$ cat config.mk
export PLATFORM = sky130hd
export DESIGN_NAME = if_stage
export DESIGN_NICKNAME = d
export VERILOG_FILES = /design/src/rtl/if_stage_pkg.sv /design/src/rtl/if_inst_buf.sv /design/src/rtl/if_stage.sv
export SDC_FILE = /design/constraint.sdc
export NUM_CORES = 1
export LEC_CHECK = 0
export ABC_AREA = 0
export CORE_UTILIZATION = 25
export CTS_BUF_LIST = sky130_fd_sc_hd__clkbuf_2 sky130_fd_sc_hd__clkbuf_4 sky130_fd_sc_hd__clkbuf_8
export CTS_CLUSTER_DIAMETER = 30
export DETAILED_ROUTE_END_ITERATION = 6
export MAX_ROUTING_LAYER = met4
export PLACE_DENSITY = 0.61
export SYNTH_ARGS = -nofsm -noshare
export SYNTH_HDL_FRONTEND = slang
export SYNTH_SLANG_ARGS = --single-unit
$ cat constraint.sdc
create_clock -name clk -period 1.35 [get_ports clk]
set_input_delay 0.135 -clock clk [delete_from_list [all_inputs] [get_ports clk]]
set_output_delay 0.135 -clock clk [all_outputs]
set_load 0.01 [all_outputs]
$ cat src/rtl/if_stage_pkg.sv
// ----------------------------------------------------------------------------
// if_stage_pkg
// Shared constants and types for the fetch (IF) stage and its neighbours.
//   NOP_INST         : word substituted for faulting or cancelled fetches
//                      (LoongArch andi r0,r0,0)
//   RESET_PC         : reset value of fs_pc (debug visibility only)
//   fs_to_ds_bus_t   : IF -> ID payload {excp, pc, inst}
//   FS_TO_DS_BUS_WD  : payload width, identical with or without IF_ADEF_EN
// ----------------------------------------------------------------------------
package if_stage_pkg;

    localparam logic [31:0] NOP_INST = 32'h0340_0000;
    localparam logic [31:0] RESET_PC = 32'h1c00_0000;

    // The excp bit is always present so the bus width never depends on the build.
    typedef struct packed {
        logic        excp;
        logic [31:0] pc;
        logic [31:0] inst;
    } fs_to_ds_bus_t;

    localparam int unsigned FS_TO_DS_BUS_WD = 1 + 32 + 32;

    // Instruction fetch address error: PC not word aligned.
    function automatic logic pc_misaligned(input logic [31:0] pc);
        return pc[1:0] != 2'b00;
    endfunction

endpackage

$ cat src/rtl/if_inst_buf.sv
// ----------------------------------------------------------------------------
// if_inst_buf
// One-entry skid buffer for the instruction SRAM read data. The SRAM returns
// data one cycle after the request and the address keeps moving, so the word
// for the PC held in IF must be captured in the only cycle it is on the bus.
//
// Ports:
//   clk       in   clock
//   reset     in   synchronous, active-high reset
//   clear     in   drop the buffered word (new load or branch cancel)
//   capture   in   store rdata; asserted only in the cycle rdata matches fs_pc
//   fresh     in   rdata belongs to the PC currently held in IF
//   rdata     in   instruction SRAM read data
//   buf_valid out  buffer holds the word for the current PC
//   inst      out  buffered word, else live rdata when fresh, else NOP_INST
// ----------------------------------------------------------------------------
module if_inst_buf
    import if_stage_pkg::*;
(
    input  logic        clk,
    input  logic        reset,
    input  logic        clear,
    input  logic        capture,
    input  logic        fresh,
    input  logic [31:0] rdata,
    output logic        buf_valid,
    output logic [31:0] inst
);

    logic        buf_valid_q;
    logic [31:0] inst_buf_q;

    // clear and capture are mutually exclusive by construction in the parent;
    // clear still wins so a cancel can never leave a stale word behind.
    always_ff @(posedge clk) begin
        if (reset) begin
            buf_valid_q <= 1'b0;
            inst_buf_q  <= '0;
        end else if (clear) begin
            buf_valid_q <= 1'b0;
        end else if (capture) begin
            buf_valid_q <= 1'b1;
            inst_buf_q  <= rdata;
        end
    end

    assign buf_valid = buf_valid_q;

    always_comb begin
        inst = NOP_INST;
        if (buf_valid_q) begin
            inst = inst_buf_q;
        end else if (fresh) begin
            inst = rdata;
        end
    end

endmodule

$ cat src/rtl/if_stage.sv
// ----------------------------------------------------------------------------
// if_stage
// Fetch stage sitting directly after the pre-IF PC generator. Latches the PC
// issued by pre-IF, pairs it with the instruction SRAM data that returns one
// cycle later, holds that word across decode back-pressure and squashes its
// contents on a taken-branch cancel.
//
// Optional build macro: IF_ADEF_EN
//   defined   : misaligned PCs raise fs_excp; their instruction reads as NOP
//   undefined : fs_excp tied 0, misaligned PCs fetched as normal
//
// Ports:
//   clk              in   clock
//   reset            in   synchronous, active-high reset
//   ps_to_fs_valid   in   pre-IF offers a PC this cycle
//   ps_pc[31:0]      in   PC whose SRAM request is issued this cycle
//   fs_allowin       out  IF can accept ps_pc this cycle
//   inst_sram_rdata  in   SRAM data for the request issued last cycle
//   br_taken_cancel  in   branch resolved taken; squash IF contents
//   ds_allowin       in   decode accepts IF outputs this cycle
//   fs_to_ds_valid   out  fs_pc/fs_inst valid for decode
//   fs_pc[31:0]      out  PC of the instruction held in IF
//   fs_inst[31:0]    out  instruction held in IF
//   fs_excp          out  fetch exception flag
// ----------------------------------------------------------------------------
module if_stage
    import if_stage_pkg::*;
(
    input  logic        clk,
    input  logic        reset,
    input  logic        ps_to_fs_valid,
    input  logic [31:0] ps_pc,
    output logic        fs_allowin,
    input  logic [31:0] inst_sram_rdata,
    input  logic        br_taken_cancel,
    input  logic        ds_allowin,
    output logic        fs_to_ds_valid,
    output logic [31:0] fs_pc,
    output logic [31:0] fs_inst,
    output logic        fs_excp
);

    logic        fs_valid_q, fs_valid_d;
    logic        fresh_q, fresh_d;
    logic [31:0] fs_pc_q, fs_pc_d;

    logic        buf_valid;
    logic [31:0] buf_inst;
    logic        excp;

    logic        fs_ready_go;
    logic        allowin;
    logic        capture;
    logic        clear;

    fs_to_ds_bus_t                bus;
    logic [FS_TO_DS_BUS_WD-1:0]   bus_flat;

    // ------------------------------------------------------------------------
    // Handshake
    // ------------------------------------------------------------------------
    // The word for fs_pc is available either live on the SRAM bus (first
    // cycle only) or from the skid buffer afterwards.
    assign fs_ready_go = fresh_q | buf_valid;
    assign allowin     = !fs_valid_q | (fs_ready_go & ds_allowin);
    assign fs_allowin  = allowin;

    // Capture on the single cycle rdata matches fs_pc and decode is stalled.
    // allowin is necessarily 0 here, so capture never collides with a load.
    assign capture = fs_valid_q & fresh_q & !ds_allowin & !buf_valid & !br_taken_cancel;
    assign clear   = br_taken_cancel | allowin;

    // ------------------------------------------------------------------------
    // Stage registers
    // ------------------------------------------------------------------------
    always_comb begin
        fs_valid_d = fs_valid_q;
        fresh_d    = 1'b0;
        fs_pc_d    = fs_pc_q;
        if (br_taken_cancel) begin
            // The PC offered in this cycle is dropped; pre-IF redirects itself.
            fs_valid_d = 1'b0;
            fresh_d    = 1'b0;
        end else if (allowin) begin
            fs_valid_d = ps_to_fs_valid;
            fresh_d    = ps_to_fs_valid;
            fs_pc_d    = ps_pc;
        end
    end

    always_ff @(posedge clk) begin
        if (reset) begin
            fs_valid_q <= 1'b0;
            fresh_q    <= 1'b0;
            fs_pc_q    <= RESET_PC;
        end else begin
            fs_valid_q <= fs_valid_d;
            fresh_q    <= fresh_d;
            fs_pc_q    <= fs_pc_d;
        end
    end

    // ------------------------------------------------------------------------
    // Skid buffer
    // ------------------------------------------------------------------------
    if_inst_buf u_inst_buf (
        .clk       (clk),
        .reset     (reset),
        .clear     (clear),
        .capture   (capture),
        .fresh     (fresh_q),
        .rdata     (inst_sram_rdata),
        .buf_valid (buf_valid),
        .inst      (buf_inst)
    );

    // ------------------------------------------------------------------------
    // Fetch address exception
    // ------------------------------------------------------------------------
`ifdef IF_ADEF_EN
    logic fs_excp_q, fs_excp_d;

    always_comb begin
        fs_excp_d = fs_excp_q;
        if (br_taken_cancel) begin
            fs_excp_d = 1'b0;
        end else if (allowin) begin
            fs_excp_d = pc_misaligned(ps_pc);
        end
    end

    always_ff @(posedge clk) begin
        if (reset) begin
            fs_excp_q <= 1'b0;
        end else begin
            fs_excp_q <= fs_excp_d;
        end
    end

    assign excp = fs_excp_q;
`else
    assign excp = 1'b0;
`endif

    // ------------------------------------------------------------------------
    // Outputs to decode
    // ------------------------------------------------------------------------
    // Reset forces the payload to a benign NOP even before the registers settle.
    assign bus.excp = !reset & excp;
    assign bus.pc   = fs_pc_q;
    assign bus.inst = (reset | excp) ? NOP_INST : buf_inst;
    assign bus_flat = bus;

    assign {fs_excp, fs_pc, fs_inst} = bus_flat;

    assign fs_to_ds_valid = !reset & fs_valid_q & fs_ready_go & !br_taken_cancel;

endmodule

Yosys cells after proc, flatten, opt, wreduce, memory -nomap -nowiden:

Index checks and enable logic that the tools add are counted.

* add/sub/neg operators: 0
* multipliers: 0
* div/mod/pow operators: 0
* magnitude comparators: 0
* equal/unequal tests: 0
* shift operators: 0
* multiplexer cells: 3
* bitwise gates (word level): 14
* reduce and logical (&&, ||, !) cells: 10

Operator list (count)
* $mux W32: 3
* $and A1 B1 Y1: 8
* $logic_not A1 Y1: 5
* $reduce_and A2 Y1: 2
* $reduce_or A2 Y1: 2
* $not A1 Y1: 3
* $or A1 B1 Y1: 3
* $reduce_or A3 Y1: 1

* bits in registers: 67
* bits in latches: 0
* bits in writable memories: 0
* ROM bits: 0
* bits of input ports: 69
* output and inout bits: 67
* word-level logic and storage cells: 32
* memories kept: 0

Logic depth before layout (Yosys ltp):

Gate-level depths: netlist (run 1).

* word-level depth: 6
* mapped depth: 5
* depth with buffers taken out: 3

Hierarchy:

Synthesis (run 1) repeated with hierarchy kept, for this count alone.

* cell total of the unflattened synthesis: 444
* area total of the unflattened synthesis: 3713.6 µm²

By module, submodules not included
* if_inst_buf: instances 1, cells an instance 254, area an instance 1958.1 µm², seq. area each 660.6 µm²
* if_stage: instances 1, cells an instance 190, area an instance 1755.4 µm², seq. area each 680.7 µm²

Least setup slack after synthesis (run 1):

Ideal clock, no wire load.

* path type: reg2reg
* start point: register fresh_q
* end point: register u_inst_buf.inst_buf_q[10]
* library setup time: 0.072 ns
* data arrival time: 1.253 ns
* required time: 1.278 ns
* slack: 0.025 ns
* cell stages (with the launch flop): 6
* path buffers: 2
* period minus slack after synthesis: 1.325 ns
* path through: dfxtp_1 buf_2 nand2_1 nor4_4 buf_6 mux2i_1

* word-level cells in the longest chain between the ends: 6
* elaborated cells between the ends (all ways): 10
* those cells by class: bitwise: 9; reduce/logical: 1

RTL lines
* start, declared: RTL line if_stage.sv:44 `logic fresh_q, fresh_d;`
* start signal, assigned: RTL line if_stage.sv:98 `fresh_q <= fresh_d;`
* $or A1 B1 Y1: RTL line if_stage.sv:64 `assign fs_ready_go = fresh_q | buf_valid;`
* $and A1 B1 Y1: RTL line if_stage.sv:65 `assign allowin = !fs_valid_q | (fs_ready_go & ds_allowin);`
* $or A1 B1 Y1: RTL line if_stage.sv:65
* $or A1 B1 Y1: RTL line if_stage.sv:71 `assign clear = br_taken_cancel | allowin;`
* $not A1 Y1 (no line)
* $reduce_and A2 Y1 (no line) *
* end signal, assigned: RTL line if_inst_buf.sv:43 `inst_buf_q <= rdata;`
* end, declared: RTL line if_inst_buf.sv:31 `logic [31:0] inst_buf_q;`

Every way passes the cells marked *; elsewhere a longest branch is shown, timed or not.
A chain may end at the register's enable or synchronous reset.

Worst setup path in the final report (run 1):

* start point: register u_inst_buf.buf_valid_q (netlist: u_inst_buf.buf_valid)
* end point: output port fs_inst[23]

* word-level cells in the longest chain between the ends: 2

RTL lines
* start, declared: RTL line if_inst_buf.sv:30 `logic buf_valid_q;`
* start signal, assigned: RTL line if_inst_buf.sv:37 `buf_valid_q <= 1'b0;`
* start signal, assigned: RTL line if_inst_buf.sv:40 `buf_valid_q <= 1'b0;`
* start signal, assigned: RTL line if_inst_buf.sv:42 `buf_valid_q <= 1'b1;`
* $mux W32: RTL line if_inst_buf.sv:51 `if (buf_valid_q) begin`
* $mux W32: RTL line if_stage.sv:151 `assign bus.inst = (reset | excp) ? NOP_INST : buf_inst;`
* end, declared: RTL line if_stage.sv:39 `output logic [31:0] fs_inst,`

Every way passes these cells.

==> metrics.md, run 1 <==
| Metric | Value |
|---|---|
| Total gr overflow | `0` |
| Global-route wire length before repair | `16200 um` |
| Netlist cell types | `22` |
| Iter 0 DRT Violations | `115` |
| Worst hold path class | `input port to flip-flop` |
| Clock Tree Buf Depth | `2` |
| Syn_area_per_cell | `8.91 um2` |
| Setup ws final | `-0.247 ns` |
| Final Hold Vio Count | `0` |
| Die X | `around 120 um` |
| Worst Skew | `0.00932 ns` |
| WP data required | `1.22 ns` |
| Final Cycle Share | `118%` |
| Via count | `about 3300` |
| CTS Sinks | `67` |
| WL met3 | `about 540 um` |
| Pwr Total | `4710 uW` |
| DR WL met2 | `around 5000 um` |
| Root buffer cell | `clkbuf_8` |
| Boundary Pins | `136` |
| WL final | `10400 um` |
| Commonest non-fill, non-tap cell in the layout | `nand2b_1` |
| Reg clk slew, reported paths | `0.07 ns` |
| DIE AREA | `15000 um2` |
| Area of the core | `14000 um2` |
| Setup violations, final | `96` |
| Largest net degree at the start of global routing | `64` |
| Peak VDD IR | `0.344 mV` |
| Syn Std Cell Area | `3620 um2` |
| Initial core utilization | `25.9%` |
| Num CTS Buffers | `9` |
| Vert. Die Dim | `approximately 120 um` |
| CTS tree | `built` |
| Number of antenna violations at the first check in global routing | `0` |
| Gr usage total | `14.3%` |
| Reg power frac | `between 40% and 50%` |
| Port bufs | `134` |
| HPWL after detailed placement | `6710 um` |
| Nets | `between 600 and 700` |
| Top Metal Used | `met4` |
| Power density cells | `815 nW/um2` |
| Internal | `around 3600 uW` |
| Max Cap Viol | `0` |
| Routed len/inst | `13.9 um` |
| Most frequent cells in the layout | `92 x nand2b_1, 67 x clkdlybuf4s50_1, 65 x dfxtp_1` |
| Vias in the first global route | `around 3400` |
| Met1 Wirelength | `4890 um` |
| Ant diodes | `0` |
| Pleak | `0.00233 uW` |
| Critical Path Sink Type | `output port` |
| Violated checks | `setup timing` |
| Mapped Cells | `406` |
| Remaining antenna violation count | `0` |
| CP Cell Sequence | `buf_12 > buf_16 > nand3b_1 > a21oi_2 > buf_2` |
| Fin crit period | `1.60 ns` |
| Fmax | `approximately 0.63 GHz` |
| Switching Share | `roughly 24%` |
| Register area share after synthesis | `37.1%` |
| Worst skew pair latency | `0.35 ns` |
| Layout area overhead | `59.9%` |
| Slowest cell delay on critical path | `0.38 ns` |
| Crit Path Class | `flip-flop to output port` |
| # rows | `43` |
| WP data arrival | `1.46 ns` |
| Final RePlAce weighted congestion | `0.762` |
| H-tree Lvls | `3` |
| Yosys warns | `0` |
| Combinational power share | `16.7%` |
| Number of synthesized register bits | `67` |
| Synth Net Count | `approximately 480` |
| Vias/cell | `4.40` |
| Share of cells above drive strength 1 | `24.3%` |
| Crit-path slowest cell | `dfxtp_4` |
| Pre-antenna DRT Iters | `4` |
| Clock share of power | `39.2%` |
| Worst-path maximum fanout | `5` |
| Final Hold Slack | `0.279 ns` |
| Status | `finished with violations` |
| Fin. max-slew vios | `0` |
| RSZ-0062 raised after global routing | `true` |
| P_sw | `1130 uW` |
| DRC errors left | `0` |
| Setup crit start kind | `flip-flop` |
==> cells in the mapped netlist (all sizes together) <==
cell	instances	area share, %
and3	1	0.17
or2	3	0.52
or2b	30	6.2
nor3	1	0.14
mux2i	64	18
buf	16	3.1
o211a	1	0.28
nor2b	3	0.52
conb	1	0.10
nor2	10	1.0
a21oi	34	4.8
clkbuf	20	2.1
nor4	1	0.59
nand2	31	3.2
dfxtp	67	37
nand3b	29	6.0
nand2b	92	16
o21ai	1	0.24
o2111a	1	0.31
==> layer usage <==
metal	global-route usage [%]	vias to the layer above
met1	17.1	1558
li1	-	1651
met4	4.57	0
met3	4.09	6
met5	-	-
met2	22.9	81
==> through the flow <==
stage / utilization [%] / instance area (um2) / instances / TNS, ns / worst slack [ns]
final: 41.4 / 5790 / 749 / -11.45 / -0.247
after global routing: 41.4 / 5790 / 749 / -18.83 / -0.310
after CTS: 40.5 / 5670 / 748 / -12.49 / -0.262
after detailed placement: 38.2 / 5350 / 720 / -23.86 / -0.314
after global placement: 38.2 / 5350 / 720 / -21.81 / -0.258
after floorplan: - / 3620 / 406 / 0 / 0.0254
==> worst max-delay path: cells and delay by family (launching register included) <==
family,cells,cell delay (ns)
flops,1,0.38
buf+inv,3,0.41
simple gates,1,0.16
compound gates,1,0.15
==> logic make-up after synthesis <==
| group | share of synthesized area [%] |
|---|---|
| AO/OA/AOI/OAI | 5.64 |
| buffers and inverters | 5.15 |
| flip-flops | 37.1 |
| other | 0.104 |
| multiplexers | 17.7 |
| AND/OR/NAND/NOR | 34.3 |
==> registers in the layout, summed over array words and instances (netlist names) <==
signal and flops:
fresh_q 1, fs_pc 32, u_inst_buf.buf_valid 1, fs_valid_q 1, u_inst_buf.inst_buf_q 32
==> power by group through the flow <==
| stage | sequential [uW] | clock (uW) | combinational [uW] |
|---|---|---|---|
| finish | 2080 | 1850 | 786 |
| CTS | 2080 | 1930 | 787 |
| global placement | 2130 | 0 | 817 |
| global route | 2090 | 2010 | 851 |
| floorplan | 2150 | 0 | 309 |
| detailed placement | 2130 | 0 | 827 |
==> timing repair <==
item / in CTS / in global routing
gates resized for setup: 202 / 24
setup endpoints to repair: 131 / 99
buffers inserted: 7 / 0
cloned: 5 / 1
hold buffers: 0 / 0
pin swaps: 21 / 5
==> final cells by class <==
type                       count  area, um2
tap                          180        225
clock inverter                 1       30.0
multi-input combinational    303       2230
clock buffer                  15        188
sequential                    67       1350
fill                        1441       8200
timing repair buffer         183       1760
==> path summary, 6_finish.rpt <==
check                                                        from                                      to  slack, ns  depth (start not counted)
worst min-delay path                                        reset  u_inst_buf.inst_buf_q[27]$_SDFFE_PP0P_       0.28                          3
worst max-delay path            u_inst_buf.buf_valid$_SDFFE_PP0P_                             fs_inst[23]      -0.25                          5
worst max register to register  u_inst_buf.buf_valid$_SDFFE_PP0P_                  fs_pc[26]$_SDFFE_PP1P_      -0.20                          6
worst min register to register             fs_pc[15]$_SDFFE_PP0P_                  fs_pc[15]$_SDFFE_PP0P_       0.47                          2
Note: power is estimated with default switching activity, not from simulation.
==> run 2, diff against run 1 <==
--- a/config.mk
+++ b/config.mk
@@ -8,3 +8,3 @@
 export ABC_AREA = 0
-export CORE_UTILIZATION = 25
+export CORE_UTILIZATION = 40
 export CTS_BUF_LIST = sky130_fd_sc_hd__clkbuf_2 sky130_fd_sc_hd__clkbuf_4 sky130_fd_sc_hd__clkbuf_8
@@ -13,3 +13,4 @@
 export MAX_ROUTING_LAYER = met4
-export PLACE_DENSITY = 0.61
+export PLACE_DENSITY = 0.86
+export SLEW_MARGIN = 40
 export SYNTH_ARGS = -nofsm -noshare
--- a/constraint.sdc
+++ b/constraint.sdc
@@ -3,2 +3,2 @@
 set_output_delay 0.135 -clock clk [all_outputs]
-set_load 0.01 [all_outputs]
+set_load 0.1 [all_outputs]
==> metrics.md, run 2 (synthesized netlist as in run 1, its figures left out) <==
| Metric | Value |
|---|---|
| Fin crit period | `between 1.5 and 2 ns` |
| RSZ-0062 raised after global routing | `true` |
| Reg area | `1350 um2` |
| Ant diodes | `0` |
| Largest net degree at the start of global routing | `48` |
| Clock Tree Buf Depth | `2` |
| CP Buf/Inv Count | `5` |
| Slowest cell delay on critical path | `0.44 ns` |
| Routed len/inst | `17.1 um` |
| Initial core utilization | `41.5%` |
| Fmax | `0.595 GHz` |
| Violated checks | `setup timing` |
| WL final | `about 11000 um` |
| Setup TNS | `-17.75 ns` |
| Iter 0 DRT Violations | `90` |
| Global-route wire length before repair | `17600 um` |
| Total gr overflow | `0` |
| DRC errors left | `0` |
| CTS tree | `built` |
| Pleak | `0.00251 uW` |
| Vert. Die Dim | `97.1 um` |
| Root buffer cell | `clkbuf_8` |
| Boundary Pins | `between 100 and 150` |
| WP data required | `1.60 ns` |
| Number of antenna violations at the first check in global routing | `0` |
| Setup violations, final | `99` |
| DIE AREA | `~9400 um2` |
| Reg clk slew, reported paths | `0.09 ns` |
| Max Cap Viol | `0` |
| Commonest non-fill, non-tap cell in the layout | `nand2b_1` |
| R2r setup slk | `-0.33 ns` |
| Worst Hold End | `fs_valid_q$_SDFFE_PP0P_` |
| Area occupied by multi-input gates | `2550 um2` |
| Status | `finished with violations` |
| Nets | `between 600 and 700` |
| Setup ws final | `-0.329 ns` |
| # fillers | `530` |
| Pwr Total | `5510 uW` |
| Pre-antenna DRT Iters | `4` |
| Worst hold path class | `input port to flip-flop` |
| Share of cells above drive strength 1 | `32.6%` |
| Worst skew pair latency | `0.35 ns` |
| Via count | `roughly 3400` |
| Worst Skew | `0.0162 ns` |
| H-tree Lvls | `3` |
| Vias/cell | `5.11` |
| Worst R2R Path Depth | `8` |
| Area of the core | `8720 um2` |
| Power density cells | `814 nW/um2` |
| Setup crit start kind | `flip-flop` |
| Critical path's top delay family | `buffers and inverters` |
| # rows | `34` |
| Critical Path Sink Type | `flip-flop` |
| Die X | `97.1 um` |
| CTS Sinks | `67` |
| Final Cycle Share | `124%` |
| Vias in the first global route | `around 3600` |
| HPWL after detailed placement | `7130 um` |
| Final RePlAce weighted congestion | `~0.75` |
| Layout area overhead | `87.0%` |
| Cell mode on critical path | `buf_6` |
| Most frequent cells in the layout | `92 x nand2b_1, 75 x buf_12, 67 x clkdlybuf4s50_1` |
| CP Cell Sequence | `buf_6 > buf_6 > o21ai_4 > buf_6 > a21oi_4 > buf_12 > clkbuf_16 > mux2i_1` |
| Final Hold Slack | `0.104 ns` |
| Crit-path slowest cell | `dfxtp_4` |
| Gr usage total | `24.0%` |
| Hold_sp | `reset` |
| Remaining antenna violation count | `0` |
| Num CTS Buffers | `9` |
| Worst-path maximum fanout | `5` |
| Final Hold Vio Count | `0` |
| End of the worst register-to-register path | `fs_pc[25]$_SDFFE_PP0P_` |
| Peak VDD IR | `0.666 mV` |
| Hold depth | `2` |
| Reg-to-Reg Start | `u_inst_buf.buf_valid$_SDFFE_PP0P_` |
| Fin. max-slew vios | `0` |
| Crit Path Class | `flip-flop to flip-flop` |
| Port bufs | `134` |
| WP data arrival | `1.92 ns` |
## run 2: changes by cell type in the layout (fill, tap and decap cells not counted), sizes merged
cell	change
dlygate4sd2	-32
buf	+21
clkbuf	-4
clkinv	+4
clkinvlp	+1
## run 2: what timing repair did
item,in CTS,in global routing
resized for setup,30,37
pin swaps,12,13
setup endpoints to repair,93,100
hold buffers,0,0
setup buffers,11,3
cloned,6,2
## run 2: layout make-up
cell class,count,share of cell area [%]
Clock buffer,10,2.03
Multi-Input combinational cell,303,37.7
Timing Repair Buffer,173,37.4
Sequential cell,67,19.9
Clock inverter,6,0.962
Tap cell,108,2.00
## run 2: stage by stage
step	instances	utilization, %	worst slack (ns)	instance area (um2)
2_1_floorplan	406	-	-0.177	3990
3_3_place_gp	635	70.3	-0.148	6130
3_5_place_dp	635	70.3	-0.186	6130
4_1_cts	668	76.4	-0.287	6670
5_1_grt	667	77.6	-0.360	6770
6_report	667	77.6	-0.329	6770
## run 2: where the power goes
group,total [uW],switching (uW),internal [uW]
registers,2120,79.2,2040
logic,1650,932,717
clock network,1740,834,904
## run 2: how the worst max path moves through the flow
stage | from | endpoint | slack (ns) | depth (start not counted)
detailed placement | br_taken_cancel | u_inst_buf.inst_buf_q[5]$_SDFFE_PP0P_ | -0.19 | 4
CTS | u_inst_buf.buf_valid$_SDFFE_PP0P_ | fs_inst[13] | -0.29 | 4
finish | u_inst_buf.buf_valid$_SDFFE_PP0P_ | fs_pc[25]$_SDFFE_PP0P_ | -0.33 | 8
global placement | br_taken_cancel | u_inst_buf.inst_buf_q[25]$_SDFFE_PP0P_ | -0.15 | 4
floorplan | u_inst_buf.buf_valid$_SDFFE_PP0P_ | fs_inst[31] | -0.18 | 4
global route | u_inst_buf.buf_valid$_SDFFE_PP0P_ | fs_pc[25]$_SDFFE_PP0P_ | -0.36 | 8
## run 2: routing by layer
layer	wire [um]	up-vias	track usage, %
met2	5960	123	42.6
met5	0	-	-
met4	202	0	7.35
li1	-	1630	-
met3	751	19	6.62
met1	4460	1637	26.0
